[src/rtl/seed_round_sync.sv]
`default_nettype none
// ============================================================================
//  Module   : seed_round_sync
//  Purpose  : Start/sync/load/done sequencer for one multi-round SEED block.
//  Revision : 1.0  - initial release
// ============================================================================
module seed_round_sync #(
  parameter int NUM_ROUNDS   = 16,
  parameter int ROUND_CYCLES = 4,
  parameter int IDX_W        = 4
) (
  input  logic             clk,
  input  logic             reset,
  input  logic             clk_en,
  input  logic             go,
  input  logic             dec,
  output logic             busy,
  output logic             start,
  output logic             sync,
  output logic             load,
  output logic [IDX_W-1:0] round_idx,
  output logic             done
);

  localparam int                 c_cyc_w    = (ROUND_CYCLES > 1) ? $clog2(ROUND_CYCLES) : 1;
  localparam logic [c_cyc_w-1:0] c_cyc_last = c_cyc_w'(ROUND_CYCLES - 1);
  localparam logic [IDX_W-1:0]   c_rnd_last = IDX_W'(NUM_ROUNDS - 1);

  typedef enum logic [1:0] {
    S_IDLE = 2'd0,
    S_LOAD = 2'd1,
    S_RUN  = 2'd2,
    S_DONE = 2'd3
  } state_t;

  state_t             state_q, state_d;
  logic [c_cyc_w-1:0] cyc_cnt_q, cyc_cnt_d;
  logic [IDX_W-1:0]   rnd_cnt_q, rnd_cnt_d;
  logic               dec_q, dec_d;
  logic               round_sync;

  // Last clock-enabled cycle of a round: the strobe that closes it.
  assign round_sync = (state_q == S_RUN) && (cyc_cnt_q == c_cyc_last);

  always_comb begin
    state_d   = state_q;
    cyc_cnt_d = cyc_cnt_q;
    rnd_cnt_d = rnd_cnt_q;
    dec_d     = dec_q;
    if (clk_en) begin
      case (state_q)
        S_IDLE: begin
          if (go) begin
            state_d   = S_LOAD;
            dec_d     = dec;
            cyc_cnt_d = '0;
            rnd_cnt_d = '0;
          end
        end
        S_LOAD: begin
          state_d   = S_RUN;
          cyc_cnt_d = '0;
          rnd_cnt_d = '0;
        end
        S_RUN: begin
          if (round_sync) begin
            cyc_cnt_d = '0;
            // The final round's index is kept through DONE.
            if (rnd_cnt_q == c_rnd_last) begin
              state_d = S_DONE;
            end else begin
              rnd_cnt_d = rnd_cnt_q + IDX_W'(1);
            end
          end else begin
            cyc_cnt_d = cyc_cnt_q + c_cyc_w'(1);
          end
        end
        S_DONE: begin
          state_d = S_IDLE;
        end
        default: begin
          state_d = S_IDLE;
        end
      endcase
    end
  end

  always_comb begin
    busy      = (state_q != S_IDLE);
    start     = (state_q == S_LOAD) || (state_q == S_RUN);
    sync      = (state_q == S_LOAD) || round_sync;
    load      = (state_q == S_LOAD);
    done      = (state_q == S_DONE);
    round_idx = dec_q ? (c_rnd_last - rnd_cnt_q) : rnd_cnt_q;
  end

  always_ff @(posedge clk) begin
    if (reset) begin
      state_q   <= S_IDLE;
      cyc_cnt_q <= '0;
      rnd_cnt_q <= '0;
      dec_q     <= 1'b0;
    end else begin
      state_q   <= state_d;
      cyc_cnt_q <= cyc_cnt_d;
      rnd_cnt_q <= rnd_cnt_d;
      dec_q     <= dec_d;
    end
  end

endmodule
`default_nettype wire

[config.mk]
export PLATFORM = sky130hd
export DESIGN_NAME = seed_round_sync
export DESIGN_NICKNAME = d
export VERILOG_FILES = /design/src/rtl/seed_round_sync.sv
export SDC_FILE = /design/constraint.sdc
export NUM_CORES = 1
export LEC_CHECK = 0
export CORE_MARGIN = 2
export CORE_UTILIZATION = 48
export CTS_CLUSTER_SIZE = 12
export DETAILED_ROUTE_END_ITERATION = 12
export GPL_ROUTABILITY_DRIVEN = 0
export MAX_ROUTING_LAYER = met4
export PLACE_DENSITY = 0.76
export SKIP_LAST_GASP = 1
export SYNTH_ARGS = -nofsm -noshare
export SYNTH_HDL_FRONTEND = slang
export SYNTH_SLANG_ARGS = --single-unit
[constraint.sdc]
create_clock -name clk -period 1.64 [get_ports clk]
set_input_delay 0.164 -clock clk [delete_from_list [all_inputs] [get_ports clk]]
set_output_delay 0.164 -clock clk [all_outputs]
set_load 0.02 [all_outputs]
==> impl_results.md, run 1 <==
* Outcome: finished, final reports clean
* Initial antenna violation count at 0
* CP endpoint kind: flop
* Final core occ at between 60% and 70%
* First-pass GRT wire length at approximately 2200 µm
* Chip height at between 40 and 50 µm
* # rows at 13
* Crit Path Class: reg2reg
* CTS Buffer Depth at 2
* Part of the power in the clock network at ~29%
* Synth area leaders: dfxtp_1 27%, ha_1 13%, nand2b_1 7.5%
* Overall routing resource usage at roughly a fifth
* CP max FO at 6
* Final min period at between 1.5 and 2 ns
* Fmax at around 0.64 GHz
* Post-route worst setup slack at between 0.06 and 0.07 ns
* PortBufs at 13
* DP Wirelength at about 1100 µm
* CP delay by family, top: compound AO/OA/AOI/OAI gates
* Fin area at ~870 µm²
* Worst Clk Skew at 0.000787 ns
* Top FF cell, synth: dfxtp_1
* Multi-input gate area at approximately 450 µm²
* Main combinational cell family by area after synthesis: simple AND/OR/NAND/NOR gates
* RSZ-0062 raised after global routing: yes
* Hold_ws at ~0.49 ns
* Post-synth EDFFs at 0
* Simple-Gate Fraction of Synth Area at 22.8%
* Area after DPL at slightly above 800 µm²
* DR pass1 iterations at 4
* Routed vias/inst at about 5.5
* Die area at 0.00170 mm²
* Register area share after synthesis at 27.1%
* Syn_nets at between 80 and 90
* Antenna-violating nets left at 0
* Post-Place Cells at 100
* Final Non-Filler Cells at 104
* Clock latency on the worst-skew pair at ~0.27 ns
* Post-synthesis compound-gate area fraction at between 20% and 30%
* WL/cell at roughly 14 µm
* Hold-fix buffers at CTS at 0
* Ports at 14
* Root Buffer: clkbuf_4
* Synth async-reset ratio at 0%
* Area share of the leading cell type in the synthesized netlist at 27.1%
* P per Cell Area at slightly above 700 mW/mm²
* Layout cells sized above 1 at between 20% and 30%
* CTS H-tree depth at 1
* Clock slew at reported path FFs at about 0.06 ns
* Clock sinks at 9
* Worst-Margin Slew at around 0.38 ns
* Total CTS buffers at 3
* Crit path launch type: flop
* Switching portion of total power at between 30% and 40%
* Number of warning messages in the yosys log at 0
* Die width at a little over 40 µm
* Via Count at around 570
* Starting Density at between 50% and 60%
* FF-to-FF path depth at 5
* Final hold vios at 0
* CP cell instances: inv_1 -> ha_1 -> nor2b_4 -> o41a_1 -> a211oi_2
* Xor-xnor portion of the synthesized cell area at between 5 and 6%
* Final setup violation count at 0
* Drt total wl at ~1400 µm
* Mux cell area share after synthesis at 3.01%
* Max-slew headroom at 74.6%
* Worst EP arrival at 1.76 ns
* WP buf/inv at 1
* Distinct cells, synth at 32
* Drt initial violations at 11
* Area growth syn-to-layout at 30.9%
* Internal Pwr Total at between 0.0004 and 0.0005 W
* Worst vdd ir at 0.481 mV
* FILL cells at roughly 120
* Crit-path max cell delay at 0.44 ns
* Hold Path Depth at 3
* Max-cap violations at 0
* Drt drc at 0
* Slowest CP cell: o41a_1
* Cells after Synth at approximately 70
* Nets at ~100
* Mapped cell area at roughly 660 µm²
* Vias in the first global route at approximately 550
* CTS tree: done
* Worst Path Required at ~1.8 ns
* LEAKAGE at approximately 0.46 nW
* Critical Path Stages at 5
* Worst Hold Class: in2reg
* Largest net degree at the start of global routing at 10
* Final period util at 96.0%
* Synth Register Bits at 9
* Remaining global-route overflow at 0
* Synth area leader: dfxtp_1
* Power share of the combinational group at between 30 and 40%
* Post-synthesis adder-cell area fraction at between 10% and 20%
* Reg power frac at around two fifths
* N_diodes at 0
* Syn avg cell area at 9.36 µm²
* Core Region at roughly 0.0013 mm²
* Dpl ws at 0.0407 ns
* Seq. cell area at approximately 180 µm²
* Psw at ~0.00020 W
* Fin. max-slew vios at 0
timing repair:
item / in CTS / in global routing
pin swaps: 0 / 0
endpoints found under the setup margin: 10 / 8
resized for setup: 7 / 7
buffers inserted: 0 / 0
endpoints found under the hold margin: 0 / 0
layer usage:
metal  track usage (%)  part of all wire [%]  up-vias
li1                  -                     -      290
met1              25.2                    43      268
met2              34.4                    52       12
met3              6.52                   3.9        2
met4              7.26                   1.2        0
met5                 -                     0        -
kinds of logic (layout without fill, tap and decap cells):
group | Yosys count | after routing
buf+inv | 9 | 27
simple gates | 23 | 23
mux | 2 | 2
fa+ha+maj | 7 | 7
flops | 9 | 9
compound gates | 17 | 17
xor+xnor | 4 | 4
power groups by stage:
stage	Combinational (W)	Sequential, W	Clock (W)
after global placement	0.000209	0.000241	0
final	0.000203	0.000238	0.000179
after detailed placement	0.000213	0.000241	0
after global routing	0.000221	0.000239	0.000190
after floorplan	0.000139	0.000237	0
after CTS	0.000205	0.000237	0.000182
final cells by class:
type                    instances  share of cell area, %
inverters                       6                   2.59
clock buffers                   4                   3.02
repair buffers                 17                   19.3
multi-input cells              53                   51.8
well taps                      15                   2.16
flip-flops and latches          9                   21.2
synthesized netlist by cell type, drive strengths merged (3+ instances only):
cell,count
xor2,4
nor2b,3
ha,7
inv,6
dfxtp,9
nand3,4
nand2b,8
flip-flops by register name, indices dropped and copies added (netlist names):
name and cells:
rnd_cnt_q 4, cyc_cnt_q 2, state_q 2, dec_q 1
layout by cell type (no fill, tap or decap), drive strengths merged, types with 2 or more instances in the layout:
cell and n:
dfxtp 9, nand2b 8, ha 7, inv 6, dlymetal6s2s 5, xor2 4, clkdlybuf4s50 4, dlygate4sd2 4
buf 4, nand3 4, clkbuf 4, nor2b 3, o21ai 2, a21oi 2, mux2i 2, nor2 2
o32ai 2, a21o 2, a211oi 2
through the flow:
stage          setup TNS (ns)  power [W]
2_1_floorplan               0   0.000376
3_3_place_gp                0   0.000450
3_5_place_dp                0   0.000454
4_1_cts               -0.0376   0.000625
5_1_grt               -0.0332   0.000650
6_report                    0   0.000619
worst register-to-register path, stage by stage (launching register included):
cell and delay (ns):
dfxtp_2 0.35, inv_1 0.08, ha_1 0.24, nor2b_4 0.17, o41a_1 0.44, a211oi_2 0.21
final timing paths:
path	from	endpoint	slack [ns]
worst max-delay path	state_q[0]	rnd_cnt_q[3]	0.07
worst min-delay path	dec	dec_q	0.49
worst max register to register	state_q[0]	rnd_cnt_q[3]	0.07
worst min register to register	state_q[1]	state_q[1]	0.50
Note: power is estimated with default switching activity, not from simulation.
==> inputs of run 2 (changes only) <==
CORE_MARGIN = default   (was 2)
CTS_BUF_LIST = sky130_fd_sc_hd__clkbuf_4 sky130_fd_sc_hd__clkbuf_8 sky130_fd_sc_hd__clkbuf_16   (was default)
==> run 2 against run 1 <==
Effect of this change: register-to-register slack better by 0.03 ns; critical path depth decreased by 1; routed wire length decreased by 12%; power increased by 1.1%; setup slack worse by 0.035 ns; maximum frequency fell by 2.2%; sequential share of layout area up 0.092 points; cell count did not move; die area is 9.5% lower; clock-buffer cell count is the same.
==> impl_results.md, run 2 (same netlist as run 1, synthesis figures left out) <==
* Drt total wl at 1270 µm (was 1440 µm)
* Fmax at 0.622 GHz (was 0.635 GHz)
* CP max FO at 4 (was 6)
* Reg power frac at 38.0% (was 38.4%)
* Most common cell after layout, fill and taps aside: nand2b_1 (unchanged)
* Die width at 39.2 µm (was 41.2 µm)
* CTS Buffer Depth at 2 (unchanged)
* CTS tree: done (unchanged)
* WP buf/inv at 2 (was 1)
* Max-slew headroom at 79.2% (was 74.6%)
* Via Count at 563 (was 572)
* Chip height at 39.2 µm (was 41.2 µm)
* Crit path launch type: flop (unchanged)
* First-pass GRT wire length at 1990 µm (was 2240 µm)
* Starting Density at 51.1% (unchanged)
* Root Buffer: clkbuf_4 (unchanged)
* WL/cell at 12.2 µm (was 13.9 µm)
* Power share of the combinational group at 31.5% (was 32.7%)
* Internal Pwr Total at 0.000431 W (was 0.000416 W)
* Clock slew at reported path FFs at 0.06 ns (about the same)
* Hold Path Depth at 2 (was 3)
* Final hold vios at 0 (unchanged)
* RSZ-0062 raised after global routing: yes (unchanged)
* Hold worst-path end: cyc_cnt_q[1] (was dec_q)
* Clock sinks at 9 (unchanged)
* Final min period at 1.61 ns (was 1.57 ns)
* Slowest CP cell: dfxtp_2 (was o41a_1)
* Vias in the first global route at 476 (was 548)
* PortBufs at 13 (unchanged)
* Most frequent cells in the layout: 8 x nand2b_1, 7 x ha_1, 6 x inv_1, 6 x dfxtp_1, 5 x dlymetal6s2s_1 (was 8 x nand2b_1, 6 x inv_1, 6 x ha_1, 6 x dfxtp_1, 5 x dlymetal6s2s_1)
* CP delay by family, top: buffers and inverters (was compound AO/OA/AOI/OAI gates)
* Worst Clk Skew at 0.00217 ns (was 0.000787 ns)
* Psw at 0.000194 W (was 0.000203 W)
* Number of post-CTS setup repair buffers at 0 (unchanged)
* CP endpoint kind: output port (was flop)
* Final core occ at 66.5% (was 66.8%)
* Initial antenna violation count at 0 (unchanged)
* Top reg by flops: rnd_cnt_q (unchanged)
* Worst R2R Setup Slack at 0.10 ns (was 0.07 ns)
* Drt initial violations at 8 (was 11)
* Overall routing resource usage at 20.2% (was 21.4%)
* Core Region at 0.00130 mm² (unchanged)
* Worst Path Required at 1.48 ns (was 1.83 ns)
* Max-cap violations at 0 (unchanged)
* Crit Path Class: reg2out (was reg2reg)
* CP cell instances: inv_1 -> ha_1 -> a21o_2 -> dlygate4sd2_1 (was inv_1 -> ha_1 -> nor2b_4 -> o41a_1 -> a211oi_2)
* DR pass1 iterations at 4 (unchanged)
* Crit Reg-Reg Endpoint: cyc_cnt_q[0] (was rnd_cnt_q[3])
* Largest regs: rnd_cnt_q: 4 flops, cyc_cnt_q: 2 flops, state_q: 2 flops (unchanged)
* # rows at 13 (unchanged)
* FF-to-FF path depth at 6 (was 5)
* Part of the power in the clock network at 30.5% (was 28.9%)
* CTS H-tree depth at 1 (unchanged)
* DP Wirelength at 1040 µm (was 1090 µm)
* Clock latency on the worst-skew pair at 0.26 ns (was 0.27 ns)
* Area growth syn-to-layout at 30.3% (was 30.9%)
* Die area at 0.00154 mm² (was 0.00170 mm²)
* LEAKAGE at 0.463 nW (was 0.459 nW)
* Final period util at 98.1% (was 96.0%)
* Remaining global-route overflow at 0 (unchanged)
* Fin. max-slew vios at 0 (unchanged)
* Worst Hold Class: reg2reg (was in2reg)
* Worst vdd ir at 0.441 mV (was 0.481 mV)
* Final setup violation count at 0 (unchanged)
* Worst-Margin Slew at 0.311 ns (was 0.378 ns)
* Total CTS buffers at 3 (unchanged)
* Largest net degree at the start of global routing at 10 (unchanged)
* N_diodes at 0 (unchanged)
* P per Cell Area at 723 mW/mm² (was 712 mW/mm²)
* Switching portion of total power at 31.1% (was 32.8%)
* Hold_ws at 0.483 ns (was 0.487 ns)
* Drt drc at 0 (unchanged)
* Antenna-violating nets left at 0 (unchanged)
* Routed vias/inst at 5.41 (was 5.50)
* Worst EP arrival at 1.44 ns (was 1.76 ns)
* Hold Startpoint: cyc_cnt_q[1] (was dec)
* Nets at 102 (unchanged)
* Max reg flops at 4 (unchanged)
* Worst R2R Start: state_q[0] (unchanged)
* Outcome: finished, final reports clean (unchanged)
* Crit-path max cell delay at 0.35 ns (was 0.44 ns)
* Ports at 14 (unchanged)
* Layout cells sized above 1 at 19.1% (was 20.2%)
[run 2: cell count changes in the layout (fill, tap and decap cells not counted)]
cell	previous run	this run
clkbuf_1	1	0
a211oi_2	1	0
a211oi_1	1	2
ha_2	1	0
ha_1	6	7
clkbuf_4	3	4
[run 2: timing repair]
action / 4_1_cts / 5_1_grt
resized for setup: 5 / 7
endpoints found under the setup margin: 9 / 9
hold buffers: 0 / 0
endpoints found under the hold margin: 0 / 0
gates cloned: 0 / 0
[run 2: cell type report]
type / count / area, µm²
Fill cell: 125 / 435
Tap cell: 15 / 18.8
Timing Repair Buffer: 17 / 168
Clock buffer: 4 / 30.0
Sequential cell: 9 / 184
Multi-Input combinational cell: 53 / 443
Inverter: 6 / 22.5
[run 2: how the worst max path moves through the flow]
stage	start	to	cells past startpoint
after CTS	state_q[0]	sync	4
after floorplan	state_q[0]	rnd_cnt_q[3]	6
final	state_q[0]	sync	4
after global routing	state_q[0]	sync	4
after global placement	state_q[0]	sync	4
after detailed placement	state_q[0]	sync	4
[run 2: power groups by stage]
stage | logic [W] | clock network (W) | registers [W]
detailed placement | 0.000211 | 0 | 0.000241
global placement | 0.000208 | 0 | 0.000241
CTS | 0.000201 | 0.000197 | 0.000237
finish | 0.000197 | 0.000191 | 0.000238
global route | 0.000216 | 0.000210 | 0.000239
floorplan | 0.000139 | 0 | 0.000237
[run 2: metrics by stage]
stage	setup TNS [ns]	cell area (µm²)	instances	total power (W)	setup WS, ns
floorplan	0	664	71	0.000376	0.131
global placement	0	825	100	0.000449	0.0898
detailed placement	0	825	100	0.000452	0.0440
CTS	-0.0543	851	104	0.000634	-0.0284
global route	-0.0364	866	104	0.000664	-0.0364
finish	0	866	104	0.000626	0.0316
[run 2: layer usage]
metal	vias to the layer above	GRT usage, %	wire, µm
li1	291	-	-
met1	259	22.8	553
met2	11	32.5	639
met5	-	-	0
met4	0	7.76	15
met3	2	6.94	59
[run 2: worst min-delay path, cell delays in order, from the launching register on]
cell and delay (ns):
dfxtp_1 0.31, o21ai_0 0.07, a21oi_1 0.06
